==> src/rtl/aibcr3_dcc_pkg.sv <==
// ============================================================================
// Module      : aibcr3_dcc_pkg
// Description : Shared types and constants for the DCC-bypass sequencer.
//               Holds the FSM state encoding, counter width, default hold
//               lengths and a saturating increment helper.
// Revision    : 1.0 - initial release
// ============================================================================
`default_nettype none

package aibcr3_dcc_pkg;

  localparam int CNT_W          = 8;
  localparam int PRE_CYC_DEF    = 4;
  localparam int SETTLE_CYC_DEF = 16;

  typedef enum logic [2:0] {
    ST_IDLE    = 3'd0,
    ST_HOLD    = 3'd1,
    ST_SWITCH  = 3'd2,
    ST_SETTLE  = 3'd3,
    ST_RELEASE = 3'd4
  } state_t;

  // Increment that sticks at all-ones instead of wrapping.
  function automatic logic [CNT_W-1:0] sat_inc(input logic [CNT_W-1:0] v);
    return (v == {CNT_W{1'b1}}) ? v : v + 1'b1;
  endfunction

endpackage

`default_nettype wire

==> src/rtl/aibcr3_sync_ff.sv <==
// ============================================================================
// Module      : aibcr3_sync_ff
// Description : STAGES-deep single-bit flop synchronizer with synchronous
//               active-high reset (all stages clear to 0).
// Ports       : clk  - destination clock
//               rst  - synchronous active-high reset
//               i_d  - asynchronous input
//               o_q  - synchronized output
// Revision    : 1.0 - initial release
// ============================================================================
`default_nettype none

module aibcr3_sync_ff #(
  parameter int STAGES = 2
) (
  input  logic clk,
  input  logic rst,
  input  logic i_d,
  output logic o_q
);

  logic [STAGES-1:0] r_sync;

  always_ff @(posedge clk) begin
    if (rst) begin
      r_sync <= '0;
    end else begin
      r_sync <= {r_sync[STAGES-2:0], i_d};
    end
  end

  assign o_q = r_sync[STAGES-1];

endmodule

`default_nettype wire

==> src/rtl/aibcr3_dcc_byp_seq.sv <==
// ============================================================================
// Module      : aibcr3_dcc_byp_seq
// Description : DCC-bypass sequencer for the RX delay-replica bank. Resolves
//               the requested bypass value and changes the replica control
//               only inside a guarded window where downstream RX data capture
//               is frozen: hold, pre-wait, switch, settle-wait, release.
// Ports       : clk              - RX core clock
//               rst              - synchronous active-high reset
//               seq_en           - allow new switch sequences
//               csr_reg6         - source select (1 core, 0 inverted DPRIO)
//               idll_core2dll_1  - core bypass request (asynchronous)
//               rb_dcc_byp_dprio - DPRIO bypass bit (quasi-static)
//               dcc_byp_sel      - registered bypass control
//               rx_data_hold     - freeze RX data capture downstream
//               sw_busy          - sequencer not idle
//               sw_done          - one-cycle pulse on sequence completion
//               sw_count         - completed switches, saturating
// Revision    : 1.0 - initial release
// ============================================================================
`default_nettype none

module aibcr3_dcc_byp_seq
  import aibcr3_dcc_pkg::*;
#(
  parameter int   SYNC_STAGES = 2,
  parameter int   PRE_CYC     = PRE_CYC_DEF,
  parameter int   SETTLE_CYC  = SETTLE_CYC_DEF,
  parameter logic BYP_RST     = 1'b1
) (
  input  logic             clk,
  input  logic             rst,
  input  logic             seq_en,
  input  logic             csr_reg6,
  input  logic             idll_core2dll_1,
  input  logic             rb_dcc_byp_dprio,
  output logic             dcc_byp_sel,
  output logic             rx_data_hold,
  output logic             sw_busy,
  output logic             sw_done,
  output logic [CNT_W-1:0] sw_count
);

  // Elaboration-time parameter range checks.
  if (PRE_CYC < 1 || PRE_CYC > 255) begin : g_chk_pre
    $error("aibcr3_dcc_byp_seq: PRE_CYC must be in 1..255");
  end
  if (SETTLE_CYC < 1 || SETTLE_CYC > 255) begin : g_chk_settle
    $error("aibcr3_dcc_byp_seq: SETTLE_CYC must be in 1..255");
  end
  if (SYNC_STAGES < 2 || SYNC_STAGES > 3) begin : g_chk_sync
    $error("aibcr3_dcc_byp_seq: SYNC_STAGES must be in 2..3");
  end

  localparam logic [CNT_W-1:0] C_PRE_LOAD    = CNT_W'(PRE_CYC - 1);
  localparam logic [CNT_W-1:0] C_SETTLE_LOAD = CNT_W'(SETTLE_CYC - 1);

  logic             w_core_sync;
  logic             w_req;

  state_t           r_state;
  logic [CNT_W-1:0] r_cnt;
  logic             r_tgt;
  logic             r_sel;
  logic             r_hold;
  logic             r_busy;
  logic             r_done;
  logic [CNT_W-1:0] r_count;

  aibcr3_sync_ff #(
    .STAGES (SYNC_STAGES)
  ) u_core_sync (
    .clk (clk),
    .rst (rst),
    .i_d (idll_core2dll_1),
    .o_q (w_core_sync)
  );

  // DPRIO bit is active-low bypass, hence the inversion.
  assign w_req = csr_reg6 ? w_core_sync : ~rb_dcc_byp_dprio;

  always_ff @(posedge clk) begin
    if (rst) begin
      r_state <= ST_IDLE;
      r_cnt   <= '0;
      r_tgt   <= BYP_RST;
      r_sel   <= BYP_RST;
      r_hold  <= 1'b0;
      r_busy  <= 1'b0;
      r_done  <= 1'b0;
      r_count <= '0;
    end else begin
      r_done <= 1'b0;
      case (r_state)
        ST_IDLE: begin
          // The target is captured once; later request changes are only
          // picked up after the sequence returns here.
          if (seq_en && (w_req != r_sel)) begin
            r_tgt   <= w_req;
            r_cnt   <= C_PRE_LOAD;
            r_hold  <= 1'b1;
            r_busy  <= 1'b1;
            r_state <= ST_HOLD;
          end
        end
        ST_HOLD: begin
          if (r_cnt == '0) begin
            r_state <= ST_SWITCH;
          end else begin
            r_cnt <= r_cnt - 1'b1;
          end
        end
        ST_SWITCH: begin
          r_sel   <= r_tgt;
          r_cnt   <= C_SETTLE_LOAD;
          r_state <= ST_SETTLE;
        end
        ST_SETTLE: begin
          if (r_cnt == '0) begin
            r_state <= ST_RELEASE;
          end else begin
            r_cnt <= r_cnt - 1'b1;
          end
        end
        ST_RELEASE: begin
          r_hold  <= 1'b0;
          r_busy  <= 1'b0;
          r_done  <= 1'b1;
          r_count <= sat_inc(r_count);
          r_state <= ST_IDLE;
        end
        default: begin
          r_hold  <= 1'b0;
          r_busy  <= 1'b0;
          r_state <= ST_IDLE;
        end
      endcase
    end
  end

  assign dcc_byp_sel  = r_sel;
  assign rx_data_hold = r_hold;
  assign sw_busy      = r_busy;
  assign sw_done      = r_done;
  assign sw_count     = r_count;

endmodule

`default_nettype wire

==> config.mk <==
export PLATFORM = sky130hd
export DESIGN_NAME = aibcr3_dcc_byp_seq
export DESIGN_NICKNAME = d
export VERILOG_FILES = /design/src/rtl/aibcr3_dcc_pkg.sv /design/src/rtl/aibcr3_sync_ff.sv /design/src/rtl/aibcr3_dcc_byp_seq.sv
export SDC_FILE = /design/constraint.sdc
export NUM_CORES = 1
export LEC_CHECK = 0
export ABC_AREA = 0
export CAP_MARGIN = 30
export CORE_MARGIN = 1.5
export CORE_UTILIZATION = 50
export CTS_BUF_LIST = sky130_fd_sc_hd__clkbuf_16
export DETAILED_ROUTE_END_ITERATION = 10
export PLACE_DENSITY_LB_ADDON = 0.12
export SLEW_MARGIN = 20
export SYNTH_ARGS = -nofsm -noshare
export SYNTH_HDL_FRONTEND = slang
export SYNTH_HIERARCHICAL = 1
export SYNTH_SLANG_ARGS = --single-unit
==> constraint.sdc <==
create_clock -name clk -period 3.9 [get_ports clk]
set_input_delay 0.78 -clock clk [delete_from_list [all_inputs] [get_ports clk]]
set_output_delay 0.78 -clock clk [all_outputs]
set_load 0.02 [all_outputs]
==> impl_metrics.toml <==
[run_status]
status = "finished clean"

[timing]
finalSetupViolCount = 0
fin_crit_ps = 2500
finalSetupTns_ps = 0
final_hold_viol_count = 0
relSlewSlack_pct = 45.8
fin_skew_ps = 3.22
timing.fmax_ghz = 0.399
holdWs_ps = 453
worst_pin_slew_ps = 805
rsz0062_at_grt = "no"
fin_crit_sh_pct = 64.2
drv_slew = 0

[place]
placed_area_sq_um = 1390
dp_cells = 179
place_congestion = 0.784
io_buffers = 17
hpwl_mm = 1.72

[drt]
wl_mm = 2.34
vias_per_cell = 5.58
wl_per_cell_microns = 12.8
first_pass_iters = 4
drtIter0Drc = 18
vias = 1022
drc = 0
antenna_left = 0

[finish]
fin_area_sq_um = 1470
final_nets = 165
stdcell_count = 183
num_antenna_cells = 0
layout_commonest_cell = "dfxtp_1"
area_delta_synth_final_pct = 21.0
final_util_pct = 65.0
fill_cells = 218
drive_above_1_share_pct = 3.87
layout_common_cells = "dfxtp_1, clkdlybuf4s50_1, nand2_1"

[setup_path]
reg2reg_slack_ps = 1670
worstSetupEndpoint = "r_cnt[3]$_SDFFE_PP0P_"
cp-startpoint = "csr_reg6"
crit_fanout = 6
cp_data_required_time_ps = 4100
worst_setup_path_end_kind = "flip-flop"
worstPathCellList = "clkdlybuf4s50_1 -> nand2b_1 -> a21oi_1 -> nor4_1 -> or3_1 -> o221a_1"
cpPeakStageDelay_ps = 680
arrival_ps = 2700
crit-reg2reg-launch = "r_cnt[0]$_SDFFE_PP0P_"
path_class = "input port to flip-flop"
cp_slowest_cell = "nor4_1"
cp-start-kind = "input port"
reg2regPathDepth = 7
rr_endpoint = "r_cnt[6]$_SDFFE_PP0P_"

[clock_tree]
tritoncts = "built"
clock_path_buffers = 2
cts_setup_buffers = 0
path_clk_slew_ps = 60
cts_root_buf = "clkbuf_16"
insertion_delay_ps = 260
hold_buffers = 0
ctsResizeCount = 0
clkSinkCount = 25
numCtsBuffers = 3
h-tree-depth = 1

[global_routing]
overflow = 0
grt_util_all_layers_pct = 21.0
grt_first_pass_wirelength_mm = 4.21
first_global_vias = 988
antenna_found_initial = 0
grt_max_degree = 22

[synthesis]
syn_inst = 140
synth_cell_types = 37
syn_avg_cell_area_sq_um = 8.65
yosys_warnings = 6
syn-num-nets = 149
syn_area_sq_um = 1210
ys_seq_area_share_pct = 41.3
synth_seq_cells = 25

[floorplanning]
chipWidth_microns = 52.2
io_pins = 18
fp.dieArea_sq_um = 2730
std_cell_rows = 17
initial_core_util_pct = 53.7
die_y_microns = 52.2
coreArea_sq_um = 2250

[power]
power.leakage_nw = 0.575
p_per_area_nw_per_um2 = 633
ir_drop_mv = 0.511

[hold_path]
hold_class = "flip-flop to flip-flop"
holdCritStartpoint = "u_core_sync/r_sync[0]$_SDFF_PP0_"

[run]
drv_cap = 0
## area by class of cell
type / count / area [sq um] / share of cell area, %
well taps: 28 / 35.0 / 2.39
clock inverters: 1 / 3.75 / 0.256
repair buffers: 18 / 178 / 12.1
inverters: 4 / 15.0 / 1.02
clock buffers: 3 / 75.1 / 5.12
flip-flops and latches: 25 / 500 / 34.2
multi-input cells: 104 / 658 / 44.9
## cells in the mapped netlist
| master | instances | area [sq um] |
|---|---|---|
| ha_1 | 3 | 37.5 |
| a211oi_1 | 1 | 7.51 |
| a41oi_1 | 1 | 8.76 |
| nand3_1 | 6 | 30.0 |
| buf_6 | 1 | 11.3 |
| a21boi_0 | 1 | 7.51 |
| buf_4 | 1 | 7.51 |
| and4_1 | 2 | 17.5 |
| xnor2_1 | 4 | 35.0 |
| o21ai_0 | 2 | 10.0 |
| a311oi_1 | 1 | 8.76 |
| a21boi_1 | 1 | 7.51 |
| a221oi_1 | 1 | 8.76 |
| a31oi_1 | 1 | 6.26 |
| a221o_1 | 1 | 10.0 |
| nor2b_1 | 5 | 31.3 |
| clkbuf_1 | 5 | 18.8 |
| a21o_1 | 1 | 7.51 |
| nor4_1 | 3 | 18.8 |
| or2_1 | 1 | 6.26 |
| and3_1 | 3 | 18.8 |
| o31ai_1 | 2 | 15.0 |
| a21oi_1 | 3 | 15.0 |
| nand2_1 | 15 | 56.3 |
| xor2_1 | 4 | 35.0 |
| o221a_1 | 1 | 11.3 |
| or3_1 | 3 | 18.8 |
| a2111oi_0 | 1 | 8.76 |
| inv_1 | 4 | 15.0 |
| or3b_1 | 1 | 8.76 |
| nand2b_1 | 7 | 43.8 |
| nor3_1 | 7 | 35.0 |
| mux2i_1 | 4 | 40.0 |
| dfxtp_1 | 25 | 500 |
| or4_4 | 2 | 22.5 |
| nor4b_1 | 2 | 17.5 |
| nor2_1 | 14 | 52.6 |
## worst max-delay path, delay by kind of cell
kind                   cells  cell delay, ps
buffers and inverters      1             500
AND/OR/NAND/NOR            3            1130
AO/OA/AOI/OAI              2             290
## metal layers
| metal | vias to the layer above | global-route usage, % | wire length [microns] |
|---|---|---|---|
| li1 | 523 | - | - |
| met1 | 462 | 28.0 | 1140 |
| met2 | 32 | 33.8 | 1050 |
| met3 | 5 | 4.29 | 106 |
| met4 | 0 | 7.69 | 35 |
| met5 | - | 0 | 0 |
## logic make-up after synthesis
kind of cell / synth area share (%)
AND/OR/NAND/NOR: 31.2
multiplexers: 3.31
adder cells (fa/ha/maj): 3.10
flip-flops: 41.3
AO/OA/AOI/OAI: 11.0
buffers and inverters: 4.34
XOR/XNOR: 5.78
## power by group
group / internal, mW / switching, mW
Sequential: 0.304 / 0.0578
Clock: 0.137 / 0.0854
Combinational: 0.162 / 0.181
Total: 0.603 / 0.324
## stage by stage
step	power [mW]	setup slack [ps]
final	0.927	1400
after global placement	0.694	1280
after global routing	0.991	1260
after floorplan	0.633	1750
after detailed placement	0.705	1170
after CTS	0.930	1430
## registers in the layout, indices dropped and copies added, names as in the netlist
signal and count:
dcc_byp_sel 1, r_cnt 8, sw_busy 1, u_core_sync/r_sync 2
sw_count 8, r_tgt 1, sw_done 1, r_state 3
## how the worst min path moves through the flow
stage,endpoint,slack [ps],depth (start not counted)
after floorplan,u_core_sync/r_sync[1]$_SDFF_PP0_,410,1
after global placement,u_core_sync/r_sync[1]$_SDFF_PP0_,430,1
after detailed placement,u_core_sync/r_sync[1]$_SDFF_PP0_,430,1
after CTS,u_core_sync/r_sync[1]$_SDFF_PP0_,460,1
after global routing,u_core_sync/r_sync[1]$_SDFF_PP0_,470,1
final,u_core_sync/r_sync[1]$_SDFF_PP0_,450,1
Note: power is estimated with default switching activity, not from simulation.
